===== src/rtl/alu_flags_pkg.sv =====
// Shared flag-stage definitions: condition codes, flag bit positions and the
// add/subtract opcode group also used by the ALU flag generators.
package alu_flags_pkg;

  typedef enum logic [3:0] {
    COND_EQ = 4'b0000,
    COND_NE = 4'b0001,
    COND_CS = 4'b0010,
    COND_CC = 4'b0011,
    COND_MI = 4'b0100,
    COND_PL = 4'b0101,
    COND_VS = 4'b0110,
    COND_VC = 4'b0111,
    COND_HI = 4'b1000,
    COND_LS = 4'b1001,
    COND_GE = 4'b1010,
    COND_LT = 4'b1011,
    COND_GT = 4'b1100,
    COND_LE = 4'b1101,
    COND_AL = 4'b1110,
    COND_NV = 4'b1111
  } cond_e;

  localparam int FLAG_N = 3;
  localparam int FLAG_Z = 2;
  localparam int FLAG_C = 1;
  localparam int FLAG_V = 0;

  localparam logic [2:0] OP_ADDSUB = 3'b100;

endpackage


===== src/rtl/alu_status_register_cond_eval.sv =====
// Combinational condition-code evaluator: decides a 4-bit cond against {N,Z,C,V}.
module cond_eval
  import alu_flags_pkg::*;
(
  input  logic [3:0] cond_i,
  input  logic [3:0] flags_i,
  output logic       result_o
);

  logic n, z, c, v;

  assign n = flags_i[FLAG_N];
  assign z = flags_i[FLAG_Z];
  assign c = flags_i[FLAG_C];
  assign v = flags_i[FLAG_V];

  always_comb begin
    result_o = 1'b0;
    unique case (cond_e'(cond_i))
      COND_EQ: result_o = z;
      COND_NE: result_o = ~z;
      COND_CS: result_o = c;
      COND_CC: result_o = ~c;
      COND_MI: result_o = n;
      COND_PL: result_o = ~n;
      COND_VS: result_o = v;
      COND_VC: result_o = ~v;
      COND_HI: result_o = c & ~z;
      COND_LS: result_o = ~c | z;
      COND_GE: result_o = (n == v);
      COND_LT: result_o = (n != v);
      COND_GT: result_o = ~z & (n == v);
      COND_LE: result_o = z | (n != v);
      COND_AL: result_o = 1'b1;
      COND_NV: result_o = 1'b0;
      default: result_o = 1'b0;
    endcase
  end

endmodule


===== src/rtl/alu_status_register.sv =====
// Architectural status register: latches ALU flags, tracks sticky overflow and a
// saturating overflow-event count, and registers a forwarded condition decision.
module alu_status_register
  import alu_flags_pkg::*;
#(
  parameter int COUNT_W = 8
) (
  input  logic               clk,
  input  logic               rst_n,
  input  logic               alu_valid,
  input  logic [3:0]         control,
  input  logic               n_in,
  input  logic               z_in,
  input  logic               c_in,
  input  logic               v_in,
  input  logic               set_valid,
  input  logic [3:0]         set_flags,
  input  logic               sticky_clr,
  input  logic [3:0]         cond,
  output logic [3:0]         flags,
  output logic               v_sticky,
  output logic [COUNT_W-1:0] ovf_count,
  output logic               cond_true
);

  localparam logic [COUNT_W-1:0] CNT_MAX = '1;
  localparam logic [COUNT_W-1:0] CNT_ONE = COUNT_W'(1);

  logic [3:0]         flags_q, flags_d;
  logic               sticky_q, sticky_d;
  logic [COUNT_W-1:0] cnt_q, cnt_d;
  logic               cond_q, cond_d;
  logic               is_addsub, ovf_evt;
  logic               unused_ctl;

  // Add and subtract share an opcode group; the direction bit does not matter here.
  assign is_addsub  = (control[3:1] == OP_ADDSUB);
  assign unused_ctl = control[0];
  assign ovf_evt    = alu_valid & ~set_valid & is_addsub & v_in;

  always_comb begin
    flags_d = flags_q;
    if (set_valid) begin
      flags_d = set_flags;
    end else if (alu_valid) begin
      flags_d[FLAG_N] = n_in;
      flags_d[FLAG_Z] = z_in;
      if (is_addsub) begin
        flags_d[FLAG_C] = c_in;
        flags_d[FLAG_V] = v_in;
      end
    end
  end

  // An event in the same cycle as a clear wins: it is the first event after the clear.
  always_comb begin
    sticky_d = ovf_evt | (sticky_q & ~sticky_clr);
    cnt_d    = cnt_q;
    if (sticky_clr)
      cnt_d = ovf_evt ? CNT_ONE : '0;
    else if (ovf_evt && cnt_q != CNT_MAX)
      cnt_d = cnt_q + CNT_ONE;
  end

  // Evaluate against next-state flags so a check right after a flag update sees it.
  cond_eval u_cond_eval (
    .cond_i   (cond),
    .flags_i  (flags_d),
    .result_o (cond_d)
  );

  always_ff @(posedge clk) begin
    if (!rst_n) begin
      flags_q  <= 4'b0000;
      sticky_q <= 1'b0;
      cnt_q    <= '0;
      cond_q   <= 1'b0;
    end else begin
      flags_q  <= flags_d;
      sticky_q <= sticky_d;
      cnt_q    <= cnt_d;
      cond_q   <= cond_d;
    end
  end

  assign flags     = flags_q;
  assign v_sticky  = sticky_q;
  assign ovf_count = cnt_q;
  assign cond_true = cond_q;

endmodule


===== config.mk =====
export PLATFORM = sky130hd
export DESIGN_NAME = alu_status_register
export DESIGN_NICKNAME = d
export VERILOG_FILES = /design/src/rtl/alu_flags_pkg.sv /design/src/rtl/alu_status_register_cond_eval.sv /design/src/rtl/alu_status_register.sv
export SDC_FILE = /design/constraint.sdc
export NUM_CORES = 1
export LEC_CHECK = 0
export CAP_MARGIN = 20
export CORE_MARGIN = 2
export CORE_UTILIZATION = 49
export CTS_BUF_LIST = sky130_fd_sc_hd__clkbuf_2
export CTS_CLUSTER_DIAMETER = 60
export DETAILED_ROUTE_END_ITERATION = 10
export PLACE_DENSITY = 0.87
export SYNTH_ARGS = -nofsm -noshare
export SYNTH_HDL_FRONTEND = slang
export SYNTH_SLANG_ARGS = --single-unit

===== constraint.sdc =====
create_clock -name clk -period 3.7 [get_ports clk]
set_input_delay 0.555 -clock clk [delete_from_list [all_inputs] [get_ports clk]]
set_output_delay 0.555 -clock clk [all_outputs]
set_load 0.005 [all_outputs]

; Word level (Yosys, flattened, before mapping)
; Cells that the tools add are included.
[op_classes]
n_eq_ne = 19
n_bitwise = 15
addsub = 1
reduce_logical = 3
muxes = 7
[op_table]
columns = op, count
row1 = $eq 4x4->1 const B, 8
row2 = $eq 4x3->1 const B, 4
row3 = $mux 8, 2
row4 = $pmux 1 s16, 1
row5 = $add 8x1->8 const B, 1
row6 = $eq 4x2->1 const B, 2
row7 = $mux 4, 2
row8 = $ne 8x8->1 const B, 1
row9 = $and 1x1->1, 6
row10 = $not 1->1, 6
row11 = $eq 4x1->1 const B, 1
row12 = $logic_not 4->1, 1
row13 = $eq 3x3->1 const B, 1
row14 = $or 1x1->1, 3
row15 = $mux 2, 1
row16 = $reduce_bool 2->1, 1
row17 = $eq 1x1->1, 1
row18 = $logic_and 1x1->1, 1
row19 = $mux 1, 1
row20 = $ne 1x1->1, 1
[totals]
wordCells = 49
in_bits = 21
ff_bits = 14
out_inout_bits = 14

; Depth between registers and ports, before layout
[depth]
word_depth = 7
ltp_mapped = 7
ltp_nobuf = 7

; Cells and area by module
; From an unflattened synthesis, not the netlist that was laid out.
[hier_totals]
hier_cells = 100
area_unflattened_um2 = 867.1
[modules_own_cells]
columns = module, area_per_inst_um2, instances, cells_each, seq_area_each_um2
row1 = alu_status_register, 711.9, 1, 77, 280.3
row2 = cond_eval, 155.1, 1, 23, 0.0

; Least setup slack after synthesis
; No wires, ideal clock.
[synth_path]
path_type = input port to flip-flop
from = input port control[1]
to = register cond_q (netlist: cond_true)
setup_time_ns = 0.120
path_buffers = 0
path_stages = 5
t_required_ns = 3.580
slack_ns = 1.772
arrival_ns = 1.809
cell_sequence = and4bb_4 o21ai_1 nor2_1 mux2_1 o31a_1
[synth_via]
elab_chain_cells = 7
word_cells_on_any_way = 13
classes_between = eq/ne (3) / mux (4) / bitwise (6)
[synth_lines]
columns = item, line
row1 = from (decl), alu_status_register.sv:11  ; input logic [3:0] control,
row2 = $eq 3x3->1 (*), alu_status_register.sv:37  ; assign is_addsub = (control[3:1] == OP_ADDSUB);
row3 = $mux 2 (*), alu_status_register.sv:48  ; if (is_addsub) begin
row4 = $mux 4 (*), alu_status_register.sv:45  ; end else if (alu_valid) begin
row5 = $mux 4 (*), alu_status_register.sv:43  ; if (set_valid) begin
row6 = "$ne 1x1->1, or another cell as far along", "alu_status_register_cond_eval.sv:31, alu_status_register_cond_eval.sv:33"
row7 = "$or 1x1->1, or another cell as far along", alu_status_register_cond_eval.sv:33  ; COND_LE: result_o = z | (n != v);
row8 = $pmux 1 s16 (*), alu_status_register_cond_eval.sv:19  ; unique case (cond_e'(cond_i))
row9 = to (signal assigned), alu_status_register.sv:82  ; cond_q <= cond_d;
row10 = to (decl), alu_status_register.sv:32  ; logic cond_q, cond_d;
; Mark *: on every way between the ends. The rest lies on a longest branch, timed or not.
; A chain may end at the register's enable or synchronous reset.

; Worst setup path in the final report
[layout_path]
from = input port set_valid
to = register cond_q (netlist: cond_true)
[layout_via]
elab_chain_cells = 4
word_cells_on_any_way = 12
classes_between = eq/ne (2) / mux (2) / bitwise (8)
[layout_lines]
columns = item, line
row1 = from (decl), alu_status_register.sv:16  ; input logic set_valid,
row2 = $mux 4 (*), alu_status_register.sv:43
row3 = "$ne 1x1->1, or another cell as far along", "alu_status_register_cond_eval.sv:31, alu_status_register_cond_eval.sv:33"
row4 = "$or 1x1->1, or another cell as far along", alu_status_register_cond_eval.sv:33
row5 = $pmux 1 s16 (*), alu_status_register_cond_eval.sv:19
; Marks and branches as above.

==> impl_metrics.yaml <==
floorplanning:
  coreArea_mm2: 0.001783
  ioPinCount: 35
  dieArea_mm2: 0.002326
  die_height_um: 48.23
  die_w_um: 48.23
  start_util_pct: 53.75
  row_count: 15
power:
  peakVddDrop_v: 0.0001943
  p_per_area_mw_per_mm2: 235.3
  power.total_mw: 0.3103
  leakagePower_nw: 0.4945
logic_synthesis:
  syn-num-nets: 140
  seq_area_frac_synth_pct: 29.24
  syn_inst: 118
  async_flop_share_pct: 0
  syn_avg_cell_area_um2: 8.122
  ys_ff_latch: 14
  synth_ff_type: "dfxtp_1"
  yosys_warnings: 0
  syn_area_um2: 958.4
  ys_types: 47
  synth_edf_count: 0
global_route:
  met1_usage_pct: 27.27
  first_global_vias: 878
  grt_use_total_pct: 21.90
  grt_pass1_wl_um: 3546
  top_usage_layer: "met2"
  grt_max_degree: 15
  antenna_found_initial: 0
  grt_use_met2_pct: 38.42
  grt_use_met3_pct: 5.926
  grt-ovfl-total: 0
setup_path:
  arrival_ps: 2510
  path_class: "in2reg"
  reg2reg_to: "cond_true$_SDFF_PN0_"
  reg2reg_slack_ps: 2020
  cp_max_fo: 12
  crit_start: "set_valid"
  startpoint_type: "input port"
  crit_required_ps: 3870
  reg2reg_depth: 6
  r2r_start: "flags[3]$_SDFF_PN0_"
  crit_path_end_kind: "register"
timing:
  setup_viol: 0
  relSlewSlack_pct: 70.23
  fin_crit_sh_pct: 63.42
  finClkSkew_ps: 13.43
  finalSetupTns_ps: 0
  min_period_ps: 2347
  timing.final.hold_violations: 0
  worst_slew_pin_slew_ps: 445.1
  slew_violations: 0
  fmax_mhz: 426.1
  rsz0062_at_grt: "false"
  hold_ws_ps: 480.1
clock_network:
  insertion_delay_ps: 280
  cts_sinks: 14
  postCtsSetupBuffers: 0
  ctsHtreeMaxLevel: 1
  cts.clk_slew.worst_paths_ps: 110
  clockBufferDepth: 2
  numCtsBuffers: 3
  clock-root-buffer: "clkbuf_2"
  cts_tree: "done"
  postCtsHoldBufs: 0
  ctsResizeCount: 0
drt:
  antenna_left: 0
  drc_errors: 0
  routed_wl_um: 2342
  dr.pass1.iters: 4
  via_per_inst: 5.617
  vias: 983
  post_drt_wl_per_cell_um: 13.38
  drt_iter0_drc: 44
placement:
  place_area_mm2: 0.001300
  portBuffers: 33
  gp_congestion: 0.7636
  dpl.hpwl_um: 1847
final_layout:
  syn2layout_area_growth_pct: 37.60
  fin_util_pct: 73.96
  n_antenna_cell: 0
  design_area_mm2: 0.001319
  nets: 173
  post_route_cells_drive_above_1_share_pct: 8.000
status:
  status: "completed"
worst_hold_path:
  hp-start: "v_sticky$_SDFF_PN0_"
  hold_class: "reg2reg"
  holdPathEnd: "v_sticky$_SDFF_PN0_"
  holdPathStages: 2
flow_run:
  maxCapViolations: 0
-- power by group --
group	switching [mW]	internal, mW	leakage [nW]
registers	0.00199	0.155	0.114
clock network	0.0463	0.0235	0.0140
logic	0.0380	0.0454	0.367
total	0.0863	0.224	0.495
-- cells in the final DEF (no fill, tap or decap), types with 2 or more instances in the layout --
| master | synthesis | routed |
|---|---|---|
| a21oi_1 | 5 | 5 |
| and2_1 | 2 | 2 |
| and3_1 | 3 | 3 |
| clkbuf_2 | 0 | 3 |
| clkdlybuf4s50_1 | 0 | 33 |
| dfxtp_1 | 14 | 14 |
| inv_1 | 4 | 4 |
| inv_2 | 2 | 2 |
| mux2i_1 | 5 | 5 |
| nand2_1 | 14 | 14 |
| nand4_1 | 3 | 3 |
| nor2_1 | 10 | 10 |
| nor2b_1 | 4 | 4 |
| nor3_1 | 5 | 5 |
| o211ai_1 | 2 | 2 |
| o21ai_0 | 2 | 2 |
| o21ai_1 | 3 | 3 |
| o32ai_1 | 2 | 2 |
| or3_1 | 2 | 2 |
| xor2_1 | 4 | 4 |
-- cell families after synthesis --
group                    count (synthesis)  synth area share [%]
multiplexers                             6                 6.397
buffers and inverters                   11                 4.438
XOR/XNOR                                 5                 4.569
AO/OA/AOI/OAI                           29                 22.33
AND/OR/NAND/NOR                         52                 31.72
flip-flops                              14                 29.24
adder cells (fa/ha/maj)                  1                 1.305
-- worst max-delay path: stages --
cell and delay [ps]:
clkdlybuf4s50_1 740, inv_2 130, and3_1 200, nor2_1 240, mux2_1 360, o31a_1 290
-- metal layers --
layer / vias up / share of wire (%) / wire length, um
met5: - / 0 / 0
met4: 0 / 0.17 / 4
met3: 2 / 7.0 / 163
met2: 43 / 47 / 1097
met1: 445 / 46 / 1077
li1: 493 / - / -
-- synthesized netlist by cell type (all sizes together) (2+ instances only) --
library cell	n	area, um^2
a21boi	2	15.02
o21a	2	22.52
nand4	4	40.04
clkbuf	4	15.01
or3	2	12.51
and3	3	18.77
a211oi	2	20.02
dfxtp	14	280.3
nor2	11	48.80
nand3	2	22.52
o21ai	6	33.78
nand2	14	52.55
nor3	5	25.02
a21oi	5	25.02
mux2i	5	50.05
nor2b	4	25.02
o32ai	2	17.52
inv	6	22.52
and2	2	12.51
o211ai	2	15.01
xor2	4	35.03
-- state kept, by name, summed over array words and instances (netlist names) --
| register | flops |
|---|---|
| cond_true | 1 |
| v_sticky | 1 |
| flags | 4 |
| ovf_count | 8 |
-- final cells by class --
cell class,count,area (um^2)
clock inverters,1,3.754
inverters,6,22.52
fillers,132,464.2
clock buffers,3,15.01
well taps,25,31.28
repair buffers,33,330.3
multi-input cells,93,635.6
flip-flops and latches,14,280.3
-- worst max path at each step --
stage	cells past startpoint	to	slack, ps
2_1_floorplan	5	cond_true$_SDFF_PN0_	1770
3_3_place_gp	6	cond_true$_SDFF_PN0_	1080
3_5_place_dp	6	cond_true$_SDFF_PN0_	1070
4_1_cts	6	cond_true$_SDFF_PN0_	1370
5_1_grt	7	cond_true$_SDFF_PN0_	1260
6_report	6	cond_true$_SDFF_PN0_	1350
-- stage by stage --
stage                     setup WS, ps  instances
after detailed placement          1067        171
after floorplan                   1772        118
after global placement            1079        171
after CTS                         1374        175
final                             1353        175
after global routing              1260        175
No activity file was read; power rests on OpenSTA's default activity.
